===== src/rtl/usrt_pkg.sv =====
// Shared defaults and helpers for the receive-side blocks.
package usrt_pkg;

   localparam int DATA_W_DEF = 8;
   localparam int DEPTH_DEF  = 8;

   // Address width for a power-of-two array; never narrower than one bit.
   function automatic int ptr_w(input int depth);
      return (depth > 1) ? $clog2(depth) : 1;
   endfunction

endpackage


===== src/rtl/rxfifo_mem.sv =====
// Receive FIFO storage: one synchronous write port and one asynchronous read port.
module rxfifo_mem
   import usrt_pkg::*;
#(
   parameter  int DATA_W = DATA_W_DEF,
   parameter  int DEPTH  = DEPTH_DEF,
   localparam int AW     = ptr_w(DEPTH)
) (
   input  logic              i_Pclk,
   input  logic              i_We,
   input  logic [AW-1:0]     i_Waddr,
   input  logic [DATA_W-1:0] i_Wdata,
   input  logic [AW-1:0]     i_Raddr,
   output logic [DATA_W-1:0] o_Rdata
);

   logic [DATA_W-1:0] r_mem [DEPTH];

   // Contents are left uninitialised; occupancy tracking in the top hides stale data.
   always_ff @(posedge i_Pclk) begin
      if (i_We) r_mem[i_Waddr] <= i_Wdata;
   end

   assign o_Rdata = r_mem[i_Raddr];

endmodule


===== src/rtl/rxfifo.sv =====
// Receive character FIFO, first-word-fall-through, edge-detected push.
// Optional sticky overrun flag enabled by defining RXFIFO_OVERRUN_EN.
module rxfifo
   import usrt_pkg::*;
#(
   parameter  int DATA_W = DATA_W_DEF,
   parameter  int DEPTH  = DEPTH_DEF,
   localparam int AW     = ptr_w(DEPTH),
   localparam int CW     = AW + 1
) (
   input  logic              i_Pclk,
   input  logic              i_Rst_n,
   input  logic [DATA_W-1:0] i_Data,
   input  logic              i_Done,
   input  logic              i_Rd,
   input  logic              i_Clr_Ovr,
   output logic [DATA_W-1:0] o_Data,
   output logic              o_Empty,
   output logic              o_Full,
   output logic [CW-1:0]     o_Count,
   output logic              o_Overrun
);

   logic              r_done;
   logic              r_armed;
   logic [AW-1:0]     r_wr_ptr;
   logic [AW-1:0]     r_rd_ptr;
   logic [CW-1:0]     r_count;

   logic              w_push;
   logic              w_pop;
   logic              w_wr;
   logic              w_empty;
   logic              w_full;
   logic [DATA_W-1:0] w_rdata;

   assign w_empty = (r_count == '0);
   assign w_full  = (r_count == CW'(DEPTH));

   // r_armed masks the first edge after reset so an already-high i_Done is not taken as a new character.
   assign w_push = i_Done & ~r_done & r_armed;
   assign w_pop  = i_Rd & ~w_empty;
   assign w_wr   = w_push & (~w_full | w_pop);

   always_ff @(posedge i_Pclk or negedge i_Rst_n) begin
      if (!i_Rst_n) begin
         r_done   <= 1'b0;
         r_armed  <= 1'b0;
         r_wr_ptr <= '0;
         r_rd_ptr <= '0;
         r_count  <= '0;
      end else begin
         r_done  <= i_Done;
         r_armed <= 1'b1;
         if (w_wr)  r_wr_ptr <= r_wr_ptr + AW'(1);
         if (w_pop) r_rd_ptr <= r_rd_ptr + AW'(1);
         case ({w_wr, w_pop})
            2'b10:   r_count <= r_count + CW'(1);
            2'b01:   r_count <= r_count - CW'(1);
            default: r_count <= r_count;
         endcase
      end
   end

   rxfifo_mem #(
      .DATA_W (DATA_W),
      .DEPTH  (DEPTH)
   ) u_mem (
      .i_Pclk  (i_Pclk),
      .i_We    (w_wr),
      .i_Waddr (r_wr_ptr),
      .i_Wdata (i_Data),
      .i_Raddr (r_rd_ptr),
      .o_Rdata (w_rdata)
   );

   assign o_Data  = w_empty ? '0 : w_rdata;
   assign o_Empty = w_empty;
   assign o_Full  = w_full;
   assign o_Count = r_count;

`ifdef RXFIFO_OVERRUN_EN
   logic r_ovr;
   logic w_ovr_set;

   assign w_ovr_set = w_push & w_full & ~w_pop;

   // A lost character in the same cycle as a clear keeps the flag set.
   always_ff @(posedge i_Pclk or negedge i_Rst_n) begin
      if (!i_Rst_n)       r_ovr <= 1'b0;
      else if (w_ovr_set) r_ovr <= 1'b1;
      else if (i_Clr_Ovr) r_ovr <= 1'b0;
   end

   assign o_Overrun = r_ovr;
`else
   logic w_unused_clr;

   assign w_unused_clr = i_Clr_Ovr;
   assign o_Overrun    = 1'b0;
`endif

endmodule


===== config.mk =====
export PLATFORM = sky130hd
export DESIGN_NAME = rxfifo
export DESIGN_NICKNAME = d
export VERILOG_FILES = /design/src/rtl/usrt_pkg.sv /design/src/rtl/rxfifo_mem.sv /design/src/rtl/rxfifo.sv
export SDC_FILE = /design/constraint.sdc
export NUM_CORES = 1
export LEC_CHECK = 0
export BUFFER_PORTS_ARGS = -buffer_cell sky130_fd_sc_hd__buf_2
export CORE_ASPECT_RATIO = 0.75
export CORE_MARGIN = 5
export CORE_UTILIZATION = 45
export CTS_BUF_LIST = sky130_fd_sc_hd__clkbuf_16
export DETAILED_ROUTE_END_ITERATION = 10
export PLACE_DENSITY_LB_ADDON = 0.15
export SLEW_MARGIN = 20
export SYNTH_ARGS = -nofsm -noshare
export SYNTH_HDL_FRONTEND = slang
export SYNTH_SLANG_ARGS = --single-unit

===== constraint.sdc =====
create_clock -name i_Pclk -period 3.01 [get_ports i_Pclk]
set_input_delay 0 -clock i_Pclk [delete_from_list [all_inputs] [get_ports i_Pclk]]
set_output_delay 0 -clock i_Pclk [all_outputs]
set_load 0.01 [all_outputs]

==> impl_metrics.env <==
export IMPL_status="finished clean"
export IMPL_synthCells=183
export IMPL_grt_first_pass_wirelength_um=9611
export IMPL_timing_slew_headroom_pct=46.26
export IMPL_setup_viol=0
export IMPL_drv_cap=0
export IMPL_maxSlewViolCount=0
export IMPL_p_seq_share_pct=40.0
export IMPL_required_ns=3.19
export IMPL_use_met3_pct=4.961
export IMPL_startpoint_type="flip-flop"
export IMPL_gp_congestion=0.8343
export IMPL_worstPathArrival_ns=2.58
export IMPL_nNetsFinal=252
export IMPL_cts_buffer_depth=2
export IMPL_htree_levels=3
export IMPL_cts_resized=0
export IMPL_path_max_fanout=7
export IMPL_start_util_pct=46.79
export IMPL_grtUsageMet1_pct=17.70
export IMPL_fmax_ghz=0.4164
export IMPL_overflow=0
export IMPL_finalCritPeriodShare_pct=79.78
export IMPL_rr_startpoint="o_Count[2]"
export IMPL_p_sw_share_pct=29.74
export IMPL_ys_warn_count=0
export IMPL_min_to="o_Count[2]"
export IMPL_stdcell_area_sq_um=3944
export IMPL_route_detailed_drc=0
export IMPL_vias_per_cell=5.246
export IMPL_powerDensity_nw_per_um2=940.8
export IMPL_tightest_slew_ns=0.8061
export IMPL_hold_path_startpoint="i_Rd"
export IMPL_firstDrtPassIters=4
export IMPL_period_needed_ns=2.401
export IMPL_routed_wl_um=6194
export IMPL_clkLatencyLatePin_ns=0.32
export IMPL_die_h_um=83.17
export IMPL_grtUsageMet2_pct=24.10
export IMPL_synth_edff_count=64
export IMPL_ir_worst_vdd_mv=0.4068
export IMPL_first_iter_violations=78
export IMPL_grt_pass1_vias=1830
export IMPL_wl_per_cell_um=18.38
export IMPL_grt_use_total_pct=14.34
export IMPL_area_growth_pct=22.79
export IMPL_grt_busiest_layer="met2"
export IMPL_dpl_instance_area_sq_um=3510
export IMPL_worstSetupPathType="flip-flop to flip-flop"
export IMPL_boundaryPins=28
export IMPL_hold_path_cell_count=2
export IMPL_p_leak_nw=1.474
export IMPL_syn_avg_cell_area_sq_um=17.55
export IMPL_reg2reg_to="o_Count[3]"
export IMPL_clock_skew_ns=0.006711
export IMPL_antenna_left=0
export IMPL_yosysUniqueCellTypes=36
export IMPL_ys_ff_latch=76
export IMPL_syn_nets=201
export IMPL_holdCritPathClass="input pin to flip-flop"
export IMPL_port_buffers=25
export IMPL_worstSetupEndpointType="flip-flop"
export IMPL_row_count=26
export IMPL_cts_sinks=76
export IMPL_hold_viol_final=0
export IMPL_reg2reg_slack_ns=0.61
export IMPL_dieWidth_um=107.6
export IMPL_power_share_clock_pct=31.8
export IMPL_p_int_w=0.002607
export IMPL_rsz0062_at_grt="false"
export IMPL_grt_max_degree=19
export IMPL_cts_root_buf="clkbuf_16"
export IMPL_setup_tns_ns=0
export IMPL_combPwrFrac_pct=28.2
export IMPL_path_clk_slew_ns=0.05
export IMPL_async_reset_ff_share_pct=15.79
export IMPL_rr_worst_depth=7
export IMPL_dp_hpwl_um=4282
export IMPL_drive_above_1_share_pct=30.54
export IMPL_cts_tree="yes"
export IMPL_core_sq_um=6864
export IMPL_antenna_found_initial=0
export IMPL_syn_area_sq_um=3212
export IMPL_antenna_cells=0
export IMPL_synth_seq_area_share_pct=69.19
export IMPL_p_switching_w=0.001103
export IMPL_die_area_sq_um=8944
export IMPL_vias=1768
export IMPL_cts_buffers=9
export IMPL_ys_flop_type="edfxtp_1"
export IMPL_holdWs_ns=0.03126
## final cells by class
cell class / instances / area, sq um
Fill cell: 528 / 2920
Clock buffer: 9 / 225.2
Inverter: 6 / 22.52
Multi-Input combinational cell: 93 / 919.6
Tap cell: 98 / 122.6
Clock inverter: 7 / 108.9
Timing Repair Buffer: 48 / 322.8
Sequential cell: 76 / 2222
## cell families after synthesis
group           after synthesis  synth area share (%)
mux                          27                 14.73
buf+inv                      14                 2.181
other cells                   2                0.2338
simple gates                 39                 5.766
compound gates               14                 4.090
xor+xnor                      6                 1.636
flops                        76                 69.19
fa+ha+maj                     5                 2.182
## worst max-delay path, cell delays in order, from the launching register on
cell and delay [ns]:
dfrtp_1 0.47, o41ai_4 0.59, nor2_2 0.12, ha_1 0.35, a21oi_1 0.28, nand2_1 0.11
o31ai_1 0.20, o221ai_1 0.14
## power groups by stage
stage	Clock (W)	Combinational [W]	Sequential [W]
final	0.00118	0.00105	0.00148
after detailed placement	0	0.00105	0.00151
after CTS	0.00120	0.00107	0.00149
after global placement	0	0.000999	0.00149
after global routing	0.00124	0.00115	0.00151
after floorplan	0	0.000832	0.00138
## synth_stat cells (2+ instances only)
cell	n	area share [%]
nand3_1	3	0.47
xnor2_1	4	1.1
a31oi_2	2	0.78
nor3_1	2	0.31
nor2_1	17	2.0
nand2_1	7	0.82
inv_1	6	0.70
nand2b_1	3	0.58
clkbuf_1	3	0.35
dfrtp_1	12	9.3
buf_2	2	0.31
a21oi_1	2	0.31
mux4_2	16	11
xor2_1	2	0.55
mux2i_1	9	2.8
conb_1	2	0.23
and3_1	2	0.39
o221ai_1	2	0.55
edfxtp_1	64	60
buf_4	2	0.47
a211oi_1	2	0.47
ha_1	4	1.6
o31ai_1	2	0.47
## per-stage QoR
step | total power, W | utilization (%) | std cells | setup slack (ns)
2_1_floorplan | 0.002207 | - | 183 | 0.8633
3_3_place_gp | 0.002494 | 51.13 | 311 | 0.7125
3_5_place_dp | 0.002559 | 51.13 | 311 | 0.6019
4_1_cts | 0.003753 | 57.46 | 337 | 0.5861
5_1_grt | 0.003904 | 57.46 | 337 | 0.4319
6_report | 0.003710 | 57.46 | 337 | 0.6087
## layout by cell type (no fill, tap or decap)
| master | n |
|---|---|
| a221o_1 | 1 |
| dfrtp_1 | 12 |
| conb_1 | 2 |
| a31oi_1 | 1 |
| xor2_1 | 2 |
| nor2_2 | 1 |
| dlygate4sd3_1 | 10 |
| nor2_1 | 17 |
| nand3_1 | 3 |
| a211oi_1 | 2 |
| clkinvlp_4 | 1 |
| buf_2 | 25 |
| mux4_2 | 16 |
| o221ai_1 | 2 |
| inv_1 | 8 |
| and3b_1 | 1 |
| xnor2_1 | 4 |
| and3_1 | 2 |
| a21oi_1 | 2 |
| ha_1 | 4 |
| clkbuf_16 | 9 |
| nand2b_1 | 3 |
| nor3_2 | 1 |
| nor3_1 | 2 |
| a31oi_2 | 2 |
| nand3b_1 | 1 |
| o31ai_1 | 2 |
| o21ai_0 | 1 |
| edfxtp_1 | 64 |
| or3_1 | 1 |
| o41ai_4 | 1 |
| clkinv_1 | 1 |
| bufinv_16 | 3 |
| buf_4 | 13 |
| fa_1 | 1 |
| mux2_1 | 1 |
| mux2_2 | 1 |
| nand2_1 | 7 |
| mux2i_1 | 9 |
## worst max path at each step
stage | startpoint | endpoint | cells past startpoint
6_report | o_Count[2] | o_Count[3] | 7
5_1_grt | r_done | u_mem.r_mem[1][5] | 5
4_1_cts | r_done | u_mem.r_mem[1][1] | 5
3_5_place_dp | r_done | u_mem.r_mem[1][1] | 5
3_3_place_gp | r_done | u_mem.r_mem[1][1] | 5
2_1_floorplan | o_Count[2] | o_Count[3] | 7
## timing repair
item,4_1_cts,5_1_grt
hold buffers,10,0
hold endpoints to repair,77,0
setup buffers,0,0
## routing by layer
layer  up-vias  wire length [um]
met2        43              3218
met3         6               298
li1        818                 -
met5         -                 0
met4         0                46
met1       901              2630
## sequential cells by signal (all words and copies together), names as in the netlist
| register | count |
|---|---|
| u_mem.r_mem | 64 |
| o_Count | 4 |
| r_rd_ptr | 3 |
| r_wr_ptr | 3 |
| r_armed | 1 |
| r_done | 1 |
(Power assumes the default switching activity.)
